===== src/rtl/reg_file_pkg.sv =====
// Shared widths, register indices, exception codes and CP0 reset values
// for the architectural register file and its CP0 block.
package reg_file_pkg;

  localparam int unsigned DATA_W     = 32;
  localparam int unsigned RF_ADDR_W  = 6;
  localparam int unsigned ROB_ADDR_W = 5;
  localparam int unsigned EXC_TYPE_W = 4;

  // GPR 0..31, then HI and LO; everything above LO is unmapped
  localparam int unsigned NUM_REGS = 34;
  localparam logic [RF_ADDR_W-1:0] RF_REG_HI = 6'd32;
  localparam logic [RF_ADDR_W-1:0] RF_REG_LO = 6'd33;

  typedef enum logic [EXC_TYPE_W-1:0] {
    EXC_NONE = 4'd0,
    EXC_ADEL = 4'd4,
    EXC_ADES = 4'd5,
    EXC_SYS  = 4'd8,
    EXC_BP   = 4'd9,
    EXC_RI   = 4'd10,
    EXC_OV   = 4'd12
  } exc_code_e;

  localparam logic [DATA_W-1:0] CP0_STATUS_RESET = 32'h0040_0000;
  localparam logic [DATA_W-1:0] CP0_CAUSE_RESET  = 32'h0000_0000;
  localparam logic [DATA_W-1:0] CP0_EPC_RESET    = 32'h0000_0000;
  localparam logic [DATA_W-1:0] CP0_EBASE_RESET  = 32'h8000_0000;

  function automatic logic is_addr_error(input logic [EXC_TYPE_W-1:0] code);
    return (exc_code_e'(code) == EXC_ADEL) || (exc_code_e'(code) == EXC_ADES);
  endfunction

endpackage


===== src/rtl/reg_file_cp0_regs.sv =====
// Minimal CP0: Status/Cause/EPC/EBase, updated only by committed exceptions
// and by the free-running hardware interrupt sample in Cause.
module cp0_regs
  import reg_file_pkg::*;
(
  input  logic                  clk,
  input  logic                  rst,
  input  logic [5:0]            hard_int_i,
  input  logic [DATA_W-1:0]     badvaddr_data_i,
  input  logic [EXC_TYPE_W-1:0] exception_type_i,
  input  logic                  is_delayslot_i,
  input  logic [DATA_W-1:0]     current_pc_i,
  output logic [DATA_W-1:0]     status_o,
  output logic [DATA_W-1:0]     cause_o,
  output logic [DATA_W-1:0]     epc_o,
  output logic [DATA_W-1:0]     ebase_o
);

  logic [DATA_W-1:0] status_q, status_d;
  logic [DATA_W-1:0] cause_q, cause_d;
  logic [DATA_W-1:0] epc_q, epc_d;
  logic [DATA_W-1:0] badvaddr_q, badvaddr_d;

  always_comb begin
    status_d   = status_q;
    cause_d    = cause_q;
    epc_d      = epc_q;
    badvaddr_d = badvaddr_q;

    cause_d[15:10] = hard_int_i;

    if (exception_type_i != '0) begin
      status_d[1]   = 1'b1;
      cause_d[6:2]  = {1'b0, exception_type_i};
      cause_d[31]   = is_delayslot_i;
      epc_d         = is_delayslot_i ? (current_pc_i - 32'd4) : current_pc_i;
      if (is_addr_error(exception_type_i)) begin
        badvaddr_d = badvaddr_data_i;
      end
    end
  end

  always_ff @(posedge clk or posedge rst) begin
    if (rst) begin
      status_q   <= CP0_STATUS_RESET;
      cause_q    <= CP0_CAUSE_RESET;
      epc_q      <= CP0_EPC_RESET;
      badvaddr_q <= '0;
    end else begin
      status_q   <= status_d;
      cause_q    <= cause_d;
      epc_q      <= epc_d;
      badvaddr_q <= badvaddr_d;
    end
  end

  assign status_o = status_q;
  assign cause_o  = cause_q;
  assign epc_o    = epc_q;
  assign ebase_o  = CP0_EBASE_RESET;

endmodule


===== src/rtl/reg_file.sv =====
// Architectural GPR/HI/LO file with ROB rename tags; dispatch reads return
// either a committed value or the producing ROB id.
module reg_file
  import reg_file_pkg::*;
#(
  parameter int unsigned DATA_WIDTH     = DATA_W,
  parameter int unsigned RF_ADDR_WIDTH  = RF_ADDR_W,
  parameter int unsigned ROB_ADDR_WIDTH = ROB_ADDR_W
) (
  input  logic                      clk,
  input  logic                      rst,
  input  logic                      write_en,
  input  logic [RF_ADDR_WIDTH-1:0]  write_addr,
  input  logic [ROB_ADDR_WIDTH-1:0] write_ref_id,
  input  logic                      write_lo_en,
  input  logic [ROB_ADDR_WIDTH-1:0] write_lo_ref_id,
  input  logic                      commit_restore,
  input  logic                      commit_add,
  input  logic                      commit_en,
  input  logic [RF_ADDR_WIDTH-1:0]  commit_addr,
  input  logic [DATA_WIDTH-1:0]     commit_data,
  input  logic                      commit_lo_en,
  input  logic [DATA_WIDTH-1:0]     commit_lo_data,
  input  logic                      read_en_1,
  input  logic [RF_ADDR_WIDTH-1:0]  read_addr_1,
  output logic                      read_is_ref_1,
  output logic [DATA_WIDTH-1:0]     read_data_1,
  input  logic                      read_en_2,
  input  logic [RF_ADDR_WIDTH-1:0]  read_addr_2,
  output logic                      read_is_ref_2,
  output logic [DATA_WIDTH-1:0]     read_data_2,
  input  logic [5:0]                hard_int,
  input  logic [DATA_WIDTH-1:0]     badvaddr_data,
  input  logic [EXC_TYPE_W-1:0]     exception_type,
  input  logic                      is_delayslot,
  input  logic [DATA_WIDTH-1:0]     current_pc,
  output logic [DATA_WIDTH-1:0]     cp0_status,
  output logic [DATA_WIDTH-1:0]     cp0_cause,
  output logic [DATA_WIDTH-1:0]     cp0_epc,
  output logic [DATA_WIDTH-1:0]     cp0_ebase
);

  logic [DATA_WIDTH-1:0]     value_q  [NUM_REGS];
  logic [DATA_WIDTH-1:0]     value_d  [NUM_REGS];
  logic                      is_ref_q [NUM_REGS];
  logic                      is_ref_d [NUM_REGS];
  logic [ROB_ADDR_WIDTH-1:0] ref_id_q [NUM_REGS];
  logic [ROB_ADDR_WIDTH-1:0] ref_id_d [NUM_REGS];

  logic commit_hit, write_hit;

  // Register 0 and the unmapped window 34..63 never take writes or tags
  assign commit_hit = commit_en && (commit_addr != '0) && (commit_addr <= RF_REG_LO);
  assign write_hit  = write_en  && (write_addr  != '0) && (write_addr  <= RF_REG_LO);

  // Ordering: commit value/clear, then LO commit, then dispatch tag, then flush
  always_comb begin
    value_d  = value_q;
    is_ref_d = is_ref_q;
    ref_id_d = ref_id_q;

    if (commit_hit) begin
      value_d[commit_addr] = commit_data;
      if (commit_add) begin
        is_ref_d[commit_addr] = 1'b0;
      end
    end
    if (commit_lo_en) begin
      value_d[RF_REG_LO] = commit_lo_data;
    end

    if (write_hit) begin
      is_ref_d[write_addr] = 1'b1;
      ref_id_d[write_addr] = write_ref_id;
    end
    if (write_lo_en) begin
      is_ref_d[RF_REG_LO] = 1'b1;
      ref_id_d[RF_REG_LO] = write_lo_ref_id;
    end

    if (commit_restore) begin
      for (int unsigned i = 0; i < NUM_REGS; i++) begin
        is_ref_d[i] = 1'b0;
      end
    end
  end

  always_ff @(posedge clk or posedge rst) begin
    if (rst) begin
      for (int unsigned i = 0; i < NUM_REGS; i++) begin
        value_q[i]  <= '0;
        is_ref_q[i] <= 1'b0;
        ref_id_q[i] <= '0;
      end
    end else begin
      value_q  <= value_d;
      is_ref_q <= is_ref_d;
      ref_id_q <= ref_id_d;
    end
  end

  always_comb begin
    read_is_ref_1 = 1'b0;
    read_data_1   = '0;
    if (read_en_1 && (read_addr_1 <= RF_REG_LO)) begin
      if (is_ref_q[read_addr_1]) begin
        read_is_ref_1 = 1'b1;
        read_data_1   = {{(DATA_WIDTH-ROB_ADDR_WIDTH){1'b0}}, ref_id_q[read_addr_1]};
      end else begin
        read_data_1   = value_q[read_addr_1];
      end
    end
  end

  always_comb begin
    read_is_ref_2 = 1'b0;
    read_data_2   = '0;
    if (read_en_2 && (read_addr_2 <= RF_REG_LO)) begin
      if (is_ref_q[read_addr_2]) begin
        read_is_ref_2 = 1'b1;
        read_data_2   = {{(DATA_WIDTH-ROB_ADDR_WIDTH){1'b0}}, ref_id_q[read_addr_2]};
      end else begin
        read_data_2   = value_q[read_addr_2];
      end
    end
  end

  cp0_regs u_cp0 (
    .clk              (clk),
    .rst              (rst),
    .hard_int_i       (hard_int),
    .badvaddr_data_i  (badvaddr_data),
    .exception_type_i (exception_type),
    .is_delayslot_i   (is_delayslot),
    .current_pc_i     (current_pc),
    .status_o         (cp0_status),
    .cause_o          (cp0_cause),
    .epc_o            (cp0_epc),
    .ebase_o          (cp0_ebase)
  );

endmodule


===== config.mk =====
export PLATFORM = sky130hd
export DESIGN_NAME = reg_file
export DESIGN_NICKNAME = d
export VERILOG_FILES = /design/src/rtl/reg_file_pkg.sv /design/src/rtl/reg_file_cp0_regs.sv /design/src/rtl/reg_file.sv
export SDC_FILE = /design/constraint.sdc
export NUM_CORES = 2
export LEC_CHECK = 0
export CAP_MARGIN = 5
export CORE_MARGIN = 2
export CORE_UTILIZATION = 50
export DETAILED_ROUTE_END_ITERATION = 7
export PLACE_DENSITY = 0.69
export SYNTH_ARGS = -nofsm -noshare
export SYNTH_HDL_FRONTEND = slang
export SYNTH_SLANG_ARGS = --single-unit
export TNS_END_PERCENT = 20

===== constraint.sdc =====
create_clock -name clk -period 40.4 [get_ports clk]
set_input_delay 4.04 -clock clk [delete_from_list [all_inputs] [get_ports clk]]
set_output_delay 4.04 -clock clk [all_outputs]
set_load 0.02 [all_outputs]

* Word-level counts from Yosys, hierarchy flattened
Index checks and enable logic that the tools add are counted.
** Operators by class
- Div/mod/pow operators :: 0
- Multipliers :: 0
- Equality and inequality tests :: 0
- $add $sub $neg :: 1
- Shifts and indexed selects :: 0
- $lt $le $gt $ge :: 10
- Bitwise gates (word level) :: 7
- Reduce and logical (&&, ||, !) cells :: 13
- Multiplexer cells :: 46
** Operators with widths (number)
- $bwmux W1088 :: 1
- $bmux W32 S6 :: 2
- $mux W32 :: 12
- $demux W32 S6 :: 1
- $bwmux W170 :: 1
- $mux W34 :: 4
- $bmux W5 S6 :: 2
- $mux W5 :: 7
- $and A34 B34 Y34 :: 1
- $not A34 Y34 :: 1
- $or A34 B34 Y34 :: 1
- $sub A32 B3 Y32 const B :: 1
- $demux W5 S6 :: 1
- $ge A7 B7 Y1 const B :: 4
- $not A6 Y7 :: 4
- $le A6 B6 Y1 const B :: 4
- $lt A7 B1 Y1 const B :: 2
- $bmux W1 S6 :: 2
- $demux W1 S6 :: 2
- $reduce_bool A6 Y1 :: 2
- $mux W1 :: 11
- $logic_and A1 B1 Y1 :: 8
- $reduce_bool A2 Y1 :: 2
- $reduce_bool A4 Y1 :: 1
** Word-level totals
- Memory bits (writable) :: 0
- Memories kept :: 0
- Bits of input ports :: 183
- Output and inout port bits :: 194
- Bits in latches :: 0
- Flip-flop bits (word level) :: 1336
- Logic and storage cells :: 183
- Bits in read-only memories :: 0

* Logic depth before layout (Yosys ltp)
- Word-level depth :: 13
- Depth in mapped cells :: 13
- Mapped depth without buffers :: 8

* Hierarchy
A second synthesis with hierarchy kept.
** Second synthesis, totals
- Cell total of the unflattened synthesis :: 5167
- Area total of the unflattened synthesis :: 72858.6 µm²
** Modules (own cells, without submodules)
- reg_file :: seq. area each 32331.0 µm², times used 1, area an instance 70107.2 µm², cells each 4880
- cp0_regs :: seq. area each 1101.1 µm², times used 1, area an instance 2751.4 µm², cells each 287

* Worst setup path after synthesis
No wires, ideal clock.
- Kind :: input port to output port
- Start :: input read_addr_1[0]
- End :: output read_data_1[0]
- Buffers on the path :: 2
- Stages on the path :: 8
- Arrival time :: 6.330 ns
- Path slack :: 30.030 ns
- Data required time :: 36.360 ns
- Path through :: buf_4 > mux4_2 > mux2_2 > a2111oi_0 > a31o_2 > buf_2 > a21oi_1 > a311oi_1
** On the way
- Cells in the longest elaborated chain, start to end :: 6
- Elaborated cells on any way between the ends :: 14
- Those cells by class :: order compare (1); mux (11); bitwise (1); reduce/logical (1)
** Ends and longest elaborated chain
- start: declaration :: line reg_file.sv:25 : input logic [RF_ADDR_WIDTH-1:0] read_addr_1,
- $not A6 Y7 (not written as such) :: line reg_file.sv:106, reg_file.sv:108, reg_file.sv:110
- $bmux W32 S6, or another cell as far along :: line reg_file.sv:110 : read_data_1 = value_q[read_addr_1];
- $mux W32 (not written as such), or another cell as far along (2 in a row) :: line reg_file.sv:110
- $mux W32 :: line reg_file.sv:106 : if (is_ref_q[read_addr_1]) begin
- $mux W32 (*) :: line reg_file.sv:105 : if (read_en_1 && (read_addr_1 <= RF_REG_LO)) begin
- end: declaration :: line reg_file.sv:27 : output logic [DATA_WIDTH-1:0] read_data_1,
Mark *: on every way between the ends. The rest lies on a longest branch, timed or not. The select of a mux whose other input is x is not followed.

* Worst setup path after layout
- Start :: input read_addr_2[1]
- End :: output read_data_2[19]
** On the way
- Cells in the longest elaborated chain, start to end :: 6
- Elaborated cells on any way between the ends :: 11
- Those cells by class :: order compare (1); mux (8); bitwise (1); reduce/logical (1)
** Ends and longest elaborated chain
- start: declaration :: line reg_file.sv:29 : input logic [RF_ADDR_WIDTH-1:0] read_addr_2,
- $not A6 Y7 (not written as such) :: line reg_file.sv:119, reg_file.sv:123
- $bmux W32 S6 or $bmux W1 S6 (tied branches) :: line reg_file.sv:123, reg_file.sv:119
- $mux W32 (not written as such) or $mux W1 (tied branches) (2 in a row) :: line reg_file.sv:123, reg_file.sv:119
- $mux W32 :: line reg_file.sv:119 : if (is_ref_q[read_addr_2]) begin
- $mux W32 (*) :: line reg_file.sv:118 : if (read_en_2 && (read_addr_2 <= RF_REG_LO)) begin
- end: declaration :: line reg_file.sv:31 : output logic [DATA_WIDTH-1:0] read_data_2,
Marked as above.

==> results_dict.tcl <==
set metrics [dict create \
    synth_top_area_cell "dfrtp_1" \
    initial_core_util 0.5042 \
    synth_adder_area_share 0.0001727 \
    drive_gt1_frac 0.4323 \
    grt_pass1_vias 47780 \
    violations "DRC" \
    min_period_ps 14670 \
    yosys.cell_types.count 68 \
    hold_buffers 0 \
    syn_to_final_growth_pct 11.63 \
    synthMuxAreaShare 0.4149 \
    grt_pass1_wl_mm 332.0 \
    pin_count 377 \
    cts_sinks 1336 \
    h-tree-depth 4 \
    critPathBufInv 5 \
    yosys.area_share.simple 0.03256 \
    period_share 0.3630 \
    nets 5254 \
    synth_edf_count 0 \
    netlist_area_sq_um 72430 \
    ys_ff_latch 1336 \
    crit_family "buffers and inverters" \
    ys.warnings.count 0 \
    crit_type "in2out" \
    maxCapViolCount 0 \
    maxSlewHeadroom 0.1224 \
    numCtsBuffers 149 \
    core-area_sq_um 143700 \
    vias 47950 \
    ir_drop_v 0.00003446 \
    leakagePower_nw 35.88 \
    critical_path.most_common_cell "buf_4" \
    crit_path_end_kind "output pin" \
    grt_start_max_net_pins 166 \
    fmaxAchievable_mhz 68.18 \
    synth_top_area_frac 0.4616 \
    total_power_mw 3.604 \
    cts_setup_buffers 0 \
    final_max_slew_viol_count 0 \
    fp.dieW_um 384.6 \
    fp.dieArea_sq_um 147900 \
    setup_tns_ps 0 \
    rsz0062_at_grt "no" \
    cts_resized 0 \
    critical_path_required_ps 36360 \
    hold_class "reg2reg" \
    portBuffers 260 \
    cts_tree "done" \
    root_buffer "clkbuf_16" \
    clk_latency_ps 770 \
    synth_xor_area_frac 0.003386 \
    num_rows 139 \
    powerDensity_nw_per_um2 44.58 \
    path_cells "buf_8 -> buf_4 -> buf_4 -> or3b_2 -> o22ai_1 -> a2111oi_4 -> o31ai_4 -> or2_2 -> buf_4 -> a221oi_1 -> clkdlybuf4s50_1" \
    synth_compound_area_frac 0.04545 \
    critical_path.max_fanout 61 \
    die_h_um 384.6 \
    synth_top_family_by_area "multiplexers" \
    drtIter0Drc 5179 \
    drc 64 \
    wl_per_cell_um 32.07 \
    overflow 0 \
    seq_area_frac_synth 0.4616 \
    synth-async-reset-ratio 1.000 \
    setup_violations 0 \
    clkTransAtPathRegs_ps 60 \
    drt_wl_total_mm 227.5 \
    worst_pin_slew_ps 1283 \
    postRouteAntennaNets 0 \
    antenna_found_initial 8 \
    hold_violations 0 \
    critPathArrivalTime_ps 10630 \
    gp_congestion 0.8972 \
    synthCells 5092 \
    synth_area_per_cell_sq_um 14.22 \
    status "complete, but fails checks" \
    skew_ps 0 \
    first_pass_iters 8 \
    slowest_stage "buf_4" \
    synth_area_leaders "dfrtp_1 (46%), mux2_2 (19%), mux4_2 (18%)" \
    cts_buffer_depth 3 \
    viasPerCell 6.759 \
    grt_util_all_layers 0.3087 \
    place_hpwl_mm 125.0 \
    synth_flop_cell "dfrtp_1" \
    crit_path_start_kind "input port" \
    cp_slowest_stage_delay_ps 970 \
]
-- layer usage --
| layer | GRT usage | share of wire | routed length (um) | up-vias |
|---|---|---|---|---|
| li1 | - | - | - | 19240 |
| met1 | 0.4350 | 0.41 | 92670 | 25770 |
| met2 | 0.4661 | 0.46 | 103900 | 2398 |
| met3 | 0.07113 | 0.094 | 21450 | 530 |
| met4 | 0.1218 | 0.042 | 9504 | 8 |
| met5 | 0 | 0.00019 | 44 | - |
-- cell families after synthesis --
logic type | count (synthesis)
xor gates and xnor gates | 28
and+or+nand+nor | 504
AOI/OAI and AO/OA | 464
DFF | 1336
muxes | 2130
other | 2
buffers and inverters | 627
adders and majority gates | 1
-- state kept, by name (all words and copies together) (netlist names) --
signal	flops
value_q	1088
ref_id_q	170
is_ref_q	34
u_cp0.epc_o	32
u_cp0.cause_o	11
u_cp0.status_o	1
-- layout make-up --
class	count	area [sq um]
antenna	3	7.507
clock buffer	225	4418
clock inverter	44	621.8
fill	11540	62800
inverter	12	50.05
multi-input combinational	3211	36550
sequential	1336	33430
tap	1903	2381
timing repair buffer	360	3398
-- layout by cell type (no fill, tap or decap), types with 92 or more instances in the layout --
master and count:
a21oi_1 92, buf_4 102, clkbuf_16 152, clkdlybuf4s50_1 248
dfrtp_1 1336, mux2_2 1250, mux2i_1 307, mux4_2 573
nand2_1 175, nor2_1 122
-- worst register-to-register path, delay by kind of cell (launching register included) --
kind | cells | cell delay [ps]
multiplexers | 1 | 170
flip-flops | 1 | 490
AO/OA/AOI/OAI | 1 | 100
-- report_power, final --
group	internal, mW	leakage [nW]	total (mW)	switching [mW]
Combinational	0.324	15.7	0.583	0.258
Clock	0.833	2.46	1.41	0.574
Sequential	1.50	17.7	1.61	0.114
-- per-stage QoR --
stage / area (sq um) / std cells / utilization / setup WS (ps) / hold slack (ps)
after floorplan: 72740 / 5174 / - / 17880 / 441.3
after global placement: 75810 / 6822 / 0.5277 / 25930 / 376.5
after detailed placement: 75810 / 6822 / 0.5277 / 25950 / 386.5
after CTS: 80850 / 7091 / 0.5628 / 25900 / 399.0
after global routing: 80850 / 7092 / 0.5628 / 25780 / 409.9
final: 80860 / 7094 / 0.5629 / 25730 / 398.3
-- final timing paths --
path                            slack (ps)  depth (start not counted)           start         endpoint
worst max-delay path                 25730                         11  read_addr_2[1]  read_data_2[19]
worst min-delay path                   400                          0   value_q[1079]    value_q[1079]
worst max register to register       39480                          2      value_q[3]       value_q[3]
worst min register to register         400                          0   value_q[1079]    value_q[1079]
max in group asynchronous            32250                          7             rst     value_q[593]
min in group asynchronous             3700                          2             rst  u_cp0.epc_o[23]
-- cell usage after synthesis (all sizes together) (9+ instances only) --
library cell / number
o22ai: 60
nand2: 192
o21ai: 90
a22o: 9
a221oi: 36
nor3: 28
or3: 9
mux2: 1250
a211oi: 23
mux4: 573
nor2b: 40
o32ai: 14
inv: 12
dfrtp: 1336
a21oi: 92
nand3: 23
nand3b: 10
buf: 266
clkbuf: 349
a2111oi: 9
nor4: 15
mux2i: 307
a21o: 19
nand2b: 12
o221ai: 48
a22oi: 22
nor2: 134
a211o: 14
xnor2: 17
xor2: 11
(Power assumes the default switching activity.)
